<file path="src/rtl/sync_fifo_param_if.sv">
// Producer/consumer bundle for the parametrised synchronous FIFO.
// master drives requests and write data; slave is the FIFO itself.
interface sync_fifo_param_if #(
    parameter int DATA_WIDTH = 8,
    parameter int DEPTH      = 16
);
    localparam int CW = $clog2(DEPTH + 1);

    logic                  clear;
    logic                  w_en;
    logic                  r_en;
    logic [DATA_WIDTH-1:0] data_in;
    logic [DATA_WIDTH-1:0] data_out;
    logic                  full;
    logic                  empty;
    logic                  almost_full;
    logic                  almost_empty;
    logic [CW-1:0]         count;
    logic                  overflow;
    logic                  underflow;

    modport master (
        output clear, w_en, r_en, data_in,
        input  data_out, full, empty, almost_full,
        input  almost_empty, count, overflow, underflow
    );

    modport slave (
        input  clear, w_en, r_en, data_in,
        output data_out, full, empty, almost_full,
        output almost_empty, count, overflow, underflow
    );
endinterface

</file>
<file path="src/rtl/sync_fifo_param.sv">
// Single-clock FIFO with arbitrary depth, counter-based occupancy,
// programmable thresholds, error pulses, flush and optional FWFT read.
module sync_fifo_param #(
    parameter int DATA_WIDTH = 8,
    parameter int DEPTH      = 16,
    parameter int AF_LEVEL   = DEPTH - 2,
    parameter int AE_LEVEL   = 2,
    parameter int FWFT       = 0
) (
    input logic              clk,
    input logic              rst_n,
    sync_fifo_param_if.slave bus
);
    localparam int CW = $clog2(DEPTH + 1);
    localparam int PW = $clog2(DEPTH);

    if (AE_LEVEL >= AF_LEVEL || AF_LEVEL > DEPTH) begin : g_bad_levels
        $error("sync_fifo_param: need AE_LEVEL < AF_LEVEL <= DEPTH");
    end

    logic [DATA_WIDTH-1:0] r_mem [DEPTH];
    logic [PW-1:0]         r_wr_ptr;
    logic [PW-1:0]         r_rd_ptr;
    logic [CW-1:0]         r_count;
    logic                  r_ovf;
    logic                  r_unf;

    logic w_full;
    logic w_empty;
    logic w_rd_ok;
    logic w_wr_ok;
    logic w_rd_acc;
    logic w_wr_acc;

    // Wrap by explicit compare so non power-of-2 depths work.
    function automatic logic [PW-1:0] f_next(input logic [PW-1:0] p);
        return (p == PW'(DEPTH - 1)) ? '0 : p + PW'(1);
    endfunction

    assign w_full   = (r_count == CW'(DEPTH));
    assign w_empty  = (r_count == '0);
    assign w_rd_ok  = bus.r_en & ~w_empty;
    assign w_wr_ok  = bus.w_en & (~w_full | w_rd_ok);
    assign w_rd_acc = w_rd_ok & ~bus.clear;
    assign w_wr_acc = w_wr_ok & ~bus.clear;

    always_ff @(posedge clk) begin
        if (w_wr_acc) begin
            r_mem[r_wr_ptr] <= bus.data_in;
        end
    end

    always_ff @(posedge clk or negedge rst_n) begin
        if (!rst_n) begin
            r_wr_ptr <= '0;
            r_rd_ptr <= '0;
            r_count  <= '0;
            r_ovf    <= 1'b0;
            r_unf    <= 1'b0;
        end else if (bus.clear) begin
            r_wr_ptr <= '0;
            r_rd_ptr <= '0;
            r_count  <= '0;
            r_ovf    <= 1'b0;
            r_unf    <= 1'b0;
        end else begin
            if (w_wr_acc) begin
                r_wr_ptr <= f_next(r_wr_ptr);
            end
            if (w_rd_acc) begin
                r_rd_ptr <= f_next(r_rd_ptr);
            end
            if (w_wr_acc && !w_rd_acc) begin
                r_count <= r_count + CW'(1);
            end else if (w_rd_acc && !w_wr_acc) begin
                r_count <= r_count - CW'(1);
            end
            r_ovf <= bus.w_en & ~w_wr_ok;
            r_unf <= bus.r_en & ~w_rd_ok;
        end
    end

    if (FWFT != 0) begin : g_fwft
        assign bus.data_out = w_empty ? '0 : r_mem[r_rd_ptr];
    end else begin : g_reg
        logic [DATA_WIDTH-1:0] r_dout;

        // Nonblocking read sees the pre-write entry on a full read+write.
        always_ff @(posedge clk or negedge rst_n) begin
            if (!rst_n) begin
                r_dout <= '0;
            end else if (bus.clear) begin
                r_dout <= '0;
            end else if (w_rd_acc) begin
                r_dout <= r_mem[r_rd_ptr];
            end
        end

        assign bus.data_out = r_dout;
    end

    assign bus.full         = w_full;
    assign bus.empty        = w_empty;
    assign bus.almost_full  = (r_count >= CW'(AF_LEVEL));
    assign bus.almost_empty = (r_count <= CW'(AE_LEVEL));
    assign bus.count        = r_count;
    assign bus.overflow     = r_ovf;
    assign bus.underflow    = r_unf;
endmodule

</file>
<file path="src/flat_wrapper.sv">
// flat-port wrapper written by rule: the top's interface ports become plain ports
module sync_fifo_param_flat 
#(
    parameter int DATA_WIDTH = 8,
    parameter int DEPTH      = 16,
    parameter int AF_LEVEL   = DEPTH - 2,
    parameter int AE_LEVEL   = 2,
    parameter int FWFT       = 0
)
  (clk, rst_n, bus_clear, bus_w_en, bus_r_en, bus_data_in, bus_data_out, bus_full, bus_empty, bus_almost_full, bus_almost_empty, bus_count, bus_overflow, bus_underflow);
  sync_fifo_param_if #(.DATA_WIDTH(DATA_WIDTH), .DEPTH(DEPTH)) bus_i ();
  input logic clk;
  input logic rst_n;
  input wire logic [$bits(bus_i.clear)-1:0] bus_clear;
  input wire logic [$bits(bus_i.w_en)-1:0] bus_w_en;
  input wire logic [$bits(bus_i.r_en)-1:0] bus_r_en;
  input wire logic [$bits(bus_i.data_in)-1:0] bus_data_in;
  output wire logic [$bits(bus_i.data_out)-1:0] bus_data_out;
  output wire logic [$bits(bus_i.full)-1:0] bus_full;
  output wire logic [$bits(bus_i.empty)-1:0] bus_empty;
  output wire logic [$bits(bus_i.almost_full)-1:0] bus_almost_full;
  output wire logic [$bits(bus_i.almost_empty)-1:0] bus_almost_empty;
  output wire logic [$bits(bus_i.count)-1:0] bus_count;
  output wire logic [$bits(bus_i.overflow)-1:0] bus_overflow;
  output wire logic [$bits(bus_i.underflow)-1:0] bus_underflow;
  assign bus_i.clear = bus_clear;
  assign bus_i.w_en = bus_w_en;
  assign bus_i.r_en = bus_r_en;
  assign bus_i.data_in = bus_data_in;
  assign bus_data_out = bus_i.data_out;
  assign bus_full = bus_i.full;
  assign bus_empty = bus_i.empty;
  assign bus_almost_full = bus_i.almost_full;
  assign bus_almost_empty = bus_i.almost_empty;
  assign bus_count = bus_i.count;
  assign bus_overflow = bus_i.overflow;
  assign bus_underflow = bus_i.underflow;
  sync_fifo_param #(.DATA_WIDTH(DATA_WIDTH), .DEPTH(DEPTH), .AF_LEVEL(AF_LEVEL), .AE_LEVEL(AE_LEVEL), .FWFT(FWFT)) u_core (.clk(clk), .rst_n(rst_n), .bus(bus_i));
endmodule
</file>
<file path="config.mk">
export PLATFORM = sky130hd
export DESIGN_NAME = sync_fifo_param_flat
export DESIGN_NICKNAME = d
export VERILOG_FILES = /design/src/rtl/sync_fifo_param_if.sv /design/src/rtl/sync_fifo_param.sv /design/src/flat_wrapper.sv
export SDC_FILE = /design/constraint.sdc
export NUM_CORES = 1
export LEC_CHECK = 0
export ABC_AREA = 1
export CORE_AREA = 2 2 107 109
export CTS_CLUSTER_SIZE = 24
export DETAILED_ROUTE_END_ITERATION = 6
export DIE_AREA = 0 0 109 111
export GPL_ROUTABILITY_DRIVEN = 1
export GPL_TIMING_DRIVEN = 0
export PLACE_DENSITY = 0.91
export SYNTH_ARGS = -nofsm -noshare
export SYNTH_HDL_FRONTEND = slang
export SYNTH_SLANG_ARGS = --single-unit
</file>
<file path="constraint.sdc">
create_clock -name clk -period 5.1 [get_ports clk]
set_clock_uncertainty 0.2 [all_clocks]
set_input_delay 1.275 -clock clk [delete_from_list [all_inputs] [get_ports clk]]
set_output_delay 1.275 -clock clk [all_outputs]
set_load 0.05 [all_outputs]
</file>
==> flow_summary.toml, run 1 <==
[outcome]
outcome = "finished, final reports clean"

[synth]
ys_async_sr_fraction = 0.152
synth-edff-count = 128
syn_nets = 635
synth_top_area_share = 0.584
synth_top_family_by_area = "simple AND/OR/NAND/NOR gates"
yosysMostFrequentCell = "nand2_1"
syn_avg_cell_area_um2 = 10.8
synth_fa_ha_area_frac = 0.0201
yosys.area_share.simple = 0.224
ys_types = 31
syn_inst = 612
synth_common_cells = "nand2_1 (205), edfxtp_1 (128), nand3_1 (68)"
ys.flop_type = "edfxtp_1"
synth-xor-area-share = 0.00399
synth_area_leader_cell = "edfxtp_1"
yosys_warnings = 0
netlist_area_um2 = 6580
synth_compound_area_frac = 0.0317
synthMuxAreaShare = 0
ys_seq_area_frac = 0.671
synth_seq_cells = 151
synth.area.top_cells = "edfxtp_1 (58%), nand2_1 (12%), dfrtp_1 (8.7%)"

[place]
port_buffers = 31
dpl-instance-area_um2 = 7070
dp_hpwl_um = 9820
placedCellCount = 786
place_congestion = 0.939

[cts]
cts_buffers = 17
cts-htree-levels = 4
holdBufCountCts = 0
post-cts-setup-buffer-count = 0
path_clk_slew_ns = 0.06
root_buffer = "clkbuf_16"
ctsLongestPathBuffers = 2
clk_latency_ns = 0.43
cts_sinks = 151
cts_tree = "built"
cts_resized = 0

[timing]
setup_violations = 0
fin_tns_setup_ns = 0
fmax_mhz = 275
min_period_ns = 3.64
fin_crit_sh = 0.713
rsz0062_at_grt = "false"
report.final.slew_viol_count = 0
tightestPinTransition_ns = 1.33
hold_viol = 0
slew-limit-headroom = 0.109

[critical_path]
startpoint_type = "register"
critPathCaptureType = "primary output"
critPathMaxFanout = 7
crit_type = "reg -> out"
arrival_ns = 2.16
worstPathRequired_ns = 3.62

[drt]
drc = 0
drt-met1-wl_um = 5600
wire_per_inst_um = 19.3
wl_met3_um = 1430
vias = 4842
via_per_inst = 5.92
dr_wl_met2_um = 8080
wl_um = 15800
first_pass_iters = 6
final_antenna_net_count = 0
top_layer_used = "met4"
drt_iter0_markers = 669

[final_layout]
fin_util = 0.690
nFillCells = 665
design_area_um2 = 7640
fin_nets = 685
syn_to_final_growth_pct = 16.1
stdcell_count = 818
drive_above_1_share = 0.105
antenna_cells = 0

[grt]
grt_antenna_before_repair = 0
grt_pass1_wl_um = 24700
first_global_vias = 4862
track_usage = 0.278
grt_max_degree = 24
grt_remaining_overflow = 0

[power]
power.density_nw_per_um2 = 474
comb_power_share = 0.270
p_int_uw = 2370
peakVddDrop_mv = 0.442
p_sw_uw = 1250
pwr-share-clk = 0.330
swShare = 0.344
seq_power_share = 0.400
p_leak_uw = 0.00304

[die]
pin_count = 32
core_um2 = 11100
initial_core_util = 0.594
die_y_um = 111
die_x_um = 109
fp.dieArea_um2 = 12100
fp-row-count = 39

[min_path]
hold_path.class = "reg -> reg"

[flow_run]
maxCapViolCount = 0
## layer usage
layer  up-vias  global-route usage
met5         -                   0
met4         0               0.178
met3        58              0.0523
met2       330               0.446
met1      2296               0.345
li1       2158                   -
## path summary, 6_finish.rpt
| check | start | endpoint | slack, ns | cells past startpoint |
|---|---|---|---|---|
| min in group asynchronous | rst_n | u_core.bus.data_out[6] | 1.21 | 1 |
| worst max register to register | u_core.bus.count[0] | u_core.r_mem[5][1] | 2.52 | 6 |
| worst min-delay path | u_core.bus.data_out[6] | u_core.bus.data_out[6] | 0.29 | 2 |
| worst min register to register | u_core.bus.data_out[6] | u_core.bus.data_out[6] | 0.29 | 2 |
| worst max-delay path | u_core.bus.count[0] | bus_empty | 1.46 | 4 |
| max in group asynchronous | rst_n | u_core.bus.count[3] | 2.87 | 1 |
## through the flow
stage,total power [uW],worst slack (ns),hold WS (ns)
after floorplan,2120,1.95,0.371
after global routing,3740,1.39,0.315
after global placement,2380,1.36,0.269
final,3620,1.46,0.290
after CTS,3610,1.46,0.292
after detailed placement,2410,1.26,0.275
## kinds of logic (layout without fill, tap and decap cells)
family,Yosys count,count (layout)
AND/OR/NAND/NOR,342,342
AO/OA/AOI/OAI,37,37
XOR/XNOR,3,3
flip-flops,151,151
adder cells (fa/ha/maj),10,10
buffers and inverters,69,132
## worst max-delay path, cell delays in order, from the launching register on
cell and delay [ns]:
dfrtp_1 0.50, nor2_4 0.19, nand3_2 0.16, inv_1 0.09, clkdlybuf4s50_1 0.80
## power by group through the flow
stage | combinational (uW) | sequential [uW] | clock (uW)
6_report | 977 | 1450 | 1190
5_1_grt | 1050 | 1460 | 1240
4_1_cts | 965 | 1450 | 1190
3_5_place_dp | 940 | 1470 | 0
3_3_place_gp | 906 | 1470 | 0
2_1_floorplan | 527 | 1590 | 0
## registers in the layout (all words and copies together), names as in the netlist
signal	cells
u_core.r_mem	128
u_core.bus.overflow	1
u_core.r_wr_ptr	4
u_core.bus.underflow	1
u_core.bus.count	5
u_core.bus.data_out	8
u_core.r_rd_ptr	4
## area by class of cell
class	instances	area, um^2	area share
multi-input combinational	392	1850	0.241
timing repair buffer	31	310	0.0406
inverter	46	173	0.0226
clock inverter	15	145	0.0190
tap	143	179	0.0234
buffer	23	146	0.0192
clock buffer	17	425	0.0557
sequential	151	4420	0.578
## cell usage in the layout, fill, tap and decap left out
master,instances
nand2_1,205
edfxtp_1,128
nand3_1,68
nor2_1,45
inv_1,41
clkdlybuf4s50_1,31
dfrtp_1,23
o21ai_0,19
clkbuf_16,17
buf_2,12
ha_1,9
o211ai_1,8
buf_4,6
nand4_1,6
clkinvlp_4,6
nor3_1,5
inv_2,5
inv_6,5
o21ai_1,4
nor2_2,3
nand2_4,3
a21oi_1,3
buf_6,3
o22ai_1,3
clkinv_4,3
clkbuf_1,2
xor2_1,2
nor2_4,1
nand3_2,1
nand4_2,1
nand2_2,1
nand3_4,1
nor2_8,1
or2_2,1
xnor2_1,1
fa_1,1
bufinv_16,1
Power figures use the tool's default switching activity.
==> run 2: changes to the inputs <==
--- a/config.mk
+++ b/config.mk
@@ -6,13 +6,13 @@
 export NUM_CORES = 1
 export LEC_CHECK = 0
 export ABC_AREA = 1
-export CORE_AREA = 2 2 107 109
+export CORE_AREA = 2 2 108 110
 export CTS_CLUSTER_SIZE = 24
 export DETAILED_ROUTE_END_ITERATION = 6
-export DIE_AREA = 0 0 109 111
+export DIE_AREA = 0 0 110 112
 export GPL_ROUTABILITY_DRIVEN = 1
 export GPL_TIMING_DRIVEN = 0
-export PLACE_DENSITY = 0.91
+export PLACE_DENSITY = 0.89
 export SYNTH_ARGS = -nofsm -noshare
 export SYNTH_HDL_FRONTEND = slang
 export SYNTH_SLANG_ARGS = --single-unit
==> constraint.sdc (replaced) <==
create_clock -name clk -period 3.6 [get_ports clk]
set_clock_uncertainty 0.2 [all_clocks]
set_input_delay 0.9 -clock clk [delete_from_list [all_inputs] [get_ports clk]]
set_output_delay 0.9 -clock clk [all_outputs]
set_load 0.05 [all_outputs]
==> run 2 against run 1 <==
Net effect:
- the run now ends with design-rule violations left
- final cell count stayed put
- combinational power rose by 43%
- wire length is 2.8% higher
- sequential power up 41%
- total power grew 49%
- core utilization grew 0.23 points
- worst setup slack worse by 1.1 ns
- sequential cell count unchanged
- register-to-register slack worse by 1.5 ns
- die area is 1.8% higher
- largest power group unchanged
==> flow_summary.toml, run 2 (same netlist as run 1, synthesis figures left out) <==
[outcome]
outcome = "complete, but fails checks"
violations = "design-rule violations"

[power]
seq_power_share = 0.380
comb_power_share = 0.258
pwr-share-clk = 0.362
power.density_nw_per_um2 = 698
p_leak_uw = 0.00310
p_sw_uw = 1810
swShare = 0.335
p_int_uw = 3590
peakVddDrop_mv = 0.556

[timing]
fin_tns_setup_ns = 0
rsz0062_at_grt = "false"
fmax_mhz = 307
fin_crit_sh = 0.905
setup_violations = 0
report.final.slew_viol_count = 0
slew-limit-headroom = 0.103
min_period_ns = 3.26
tightestPinTransition_ns = 1.33
hold_viol = 0

[drt]
wire_per_inst_um = 19.9
vias = 4890
via_per_inst = 5.98
wl_um = 16200
final_antenna_net_count = 0
drt_iter0_markers = 722
drc = 1
first_pass_iters = 7

[critical_path]
arrival_ns = 2.16
worstPathRequired_ns = 2.50
critPathCaptureType = "primary output"
crit_type = "reg -> out"
critPathMaxFanout = 5
startpoint_type = "register"

[die]
fp-row-count = 39
fp.dieArea_um2 = 12300
initial_core_util = 0.589
pin_count = 32
die_x_um = 110
die_y_um = 112
core_um2 = 11200

[cts]
cts_sinks = 151
ctsLongestPathBuffers = 2
clk_latency_ns = 0.43
root_buffer = "clkbuf_16"
path_clk_slew_ns = 0.06
cts_buffers = 17
cts_tree = "built"
cts-htree-levels = 4
post-cts-setup-buffer-count = 0
cts_resized = 0
holdBufCountCts = 0

[grt]
grt_pass1_wl_um = 25000
grt_max_degree = 24
grt_antenna_before_repair = 0
first_global_vias = 4772
track_usage = 0.279
grt_remaining_overflow = 0

[final_layout]
final_cell_mix = "nand2_1 (205), edfxtp_1 (128), nand3_1 (68)"
syn_to_final_growth_pct = 17.5
largest_reg_flops = 128
final_common_cell = "nand2_1"
drive_above_1_share = 0.107
regMostFlops = "u_core.r_mem"
antenna_cells = 0
fin_nets = 685
design_area_um2 = 7740

[place]
port_buffers = 31
place_congestion = 0.996
dpl-instance-area_um2 = 7070
dp_hpwl_um = 9700

[min_path]
hold_path.class = "reg -> reg"

[flow_run]
maxCapViolCount = 0
==> run 2: worst paths after layout <==
check / startpoint / to / slack (ns) / cells past startpoint
min in group asynchronous: rst_n / u_core.bus.data_out[6] / 0.85 / 1
min reg2reg: u_core.bus.data_out[5] / u_core.bus.data_out[5] / 0.28 / 2
max in group asynchronous: rst_n / u_core.r_wr_ptr[3] / 1.72 / 1
max: u_core.bus.count[3] / bus_empty / 0.34 / 4
min: u_core.bus.data_out[5] / u_core.bus.data_out[5] / 0.28 / 2
max reg2reg: u_core.bus.count[0] / u_core.r_mem[7][6] / 1.02 / 4
==> run 2: worst max-delay path: stages (launching register included) <==
cell and delay (ns):
dfrtp_1 0.44, nor2_2 0.23, nand3_2 0.17, inv_1 0.09
clkdlybuf4s50_1 0.80
==> run 2: layout make-up <==
| type | instances | area, um^2 |
|---|---|---|
| Multi-Input combinational cell | 392 | 1850 |
| Tap cell | 143 | 179 |
| Timing Repair Buffer | 31 | 310 |
| Inverter | 46 | 173 |
| Fill cell | 660 | 3440 |
| Clock inverter | 15 | 233 |
| Clock buffer | 17 | 425 |
| Buffer | 23 | 146 |
| Sequential cell | 151 | 4420 |
==> run 2: per-stage QoR <==
| step | worst slack (ns) | instances | hold slack [ns] | util | total power, uW |
|---|---|---|---|---|---|
| finish | 0.342 | 818 | 0.281 | 0.692 | 5400 |
| floorplan | 0.822 | 612 | 0.371 | - | 3000 |
| global route | 0.268 | 818 | 0.299 | 0.692 | 5580 |
| detailed placement | 0.114 | 786 | 0.269 | 0.633 | 3430 |
| global placement | 0.210 | 786 | 0.270 | 0.633 | 3370 |
| CTS | 0.342 | 818 | 0.285 | 0.692 | 5370 |
==> run 2: power groups by stage <==
stage	clock network (uW)	registers (uW)	logic [uW]
3_3_place_gp	0	2080	1290
6_report	1950	2050	1400
3_5_place_dp	0	2090	1340
4_1_cts	1940	2050	1370
5_1_grt	2010	2060	1510
2_1_floorplan	0	2250	746
==> run 2: layer usage <==
layer	GRT usage	routed length, um
met5	0	0
met4	0.157	832
met3	0.0679	1760
met2	0.448	8080
met1	0.345	5570
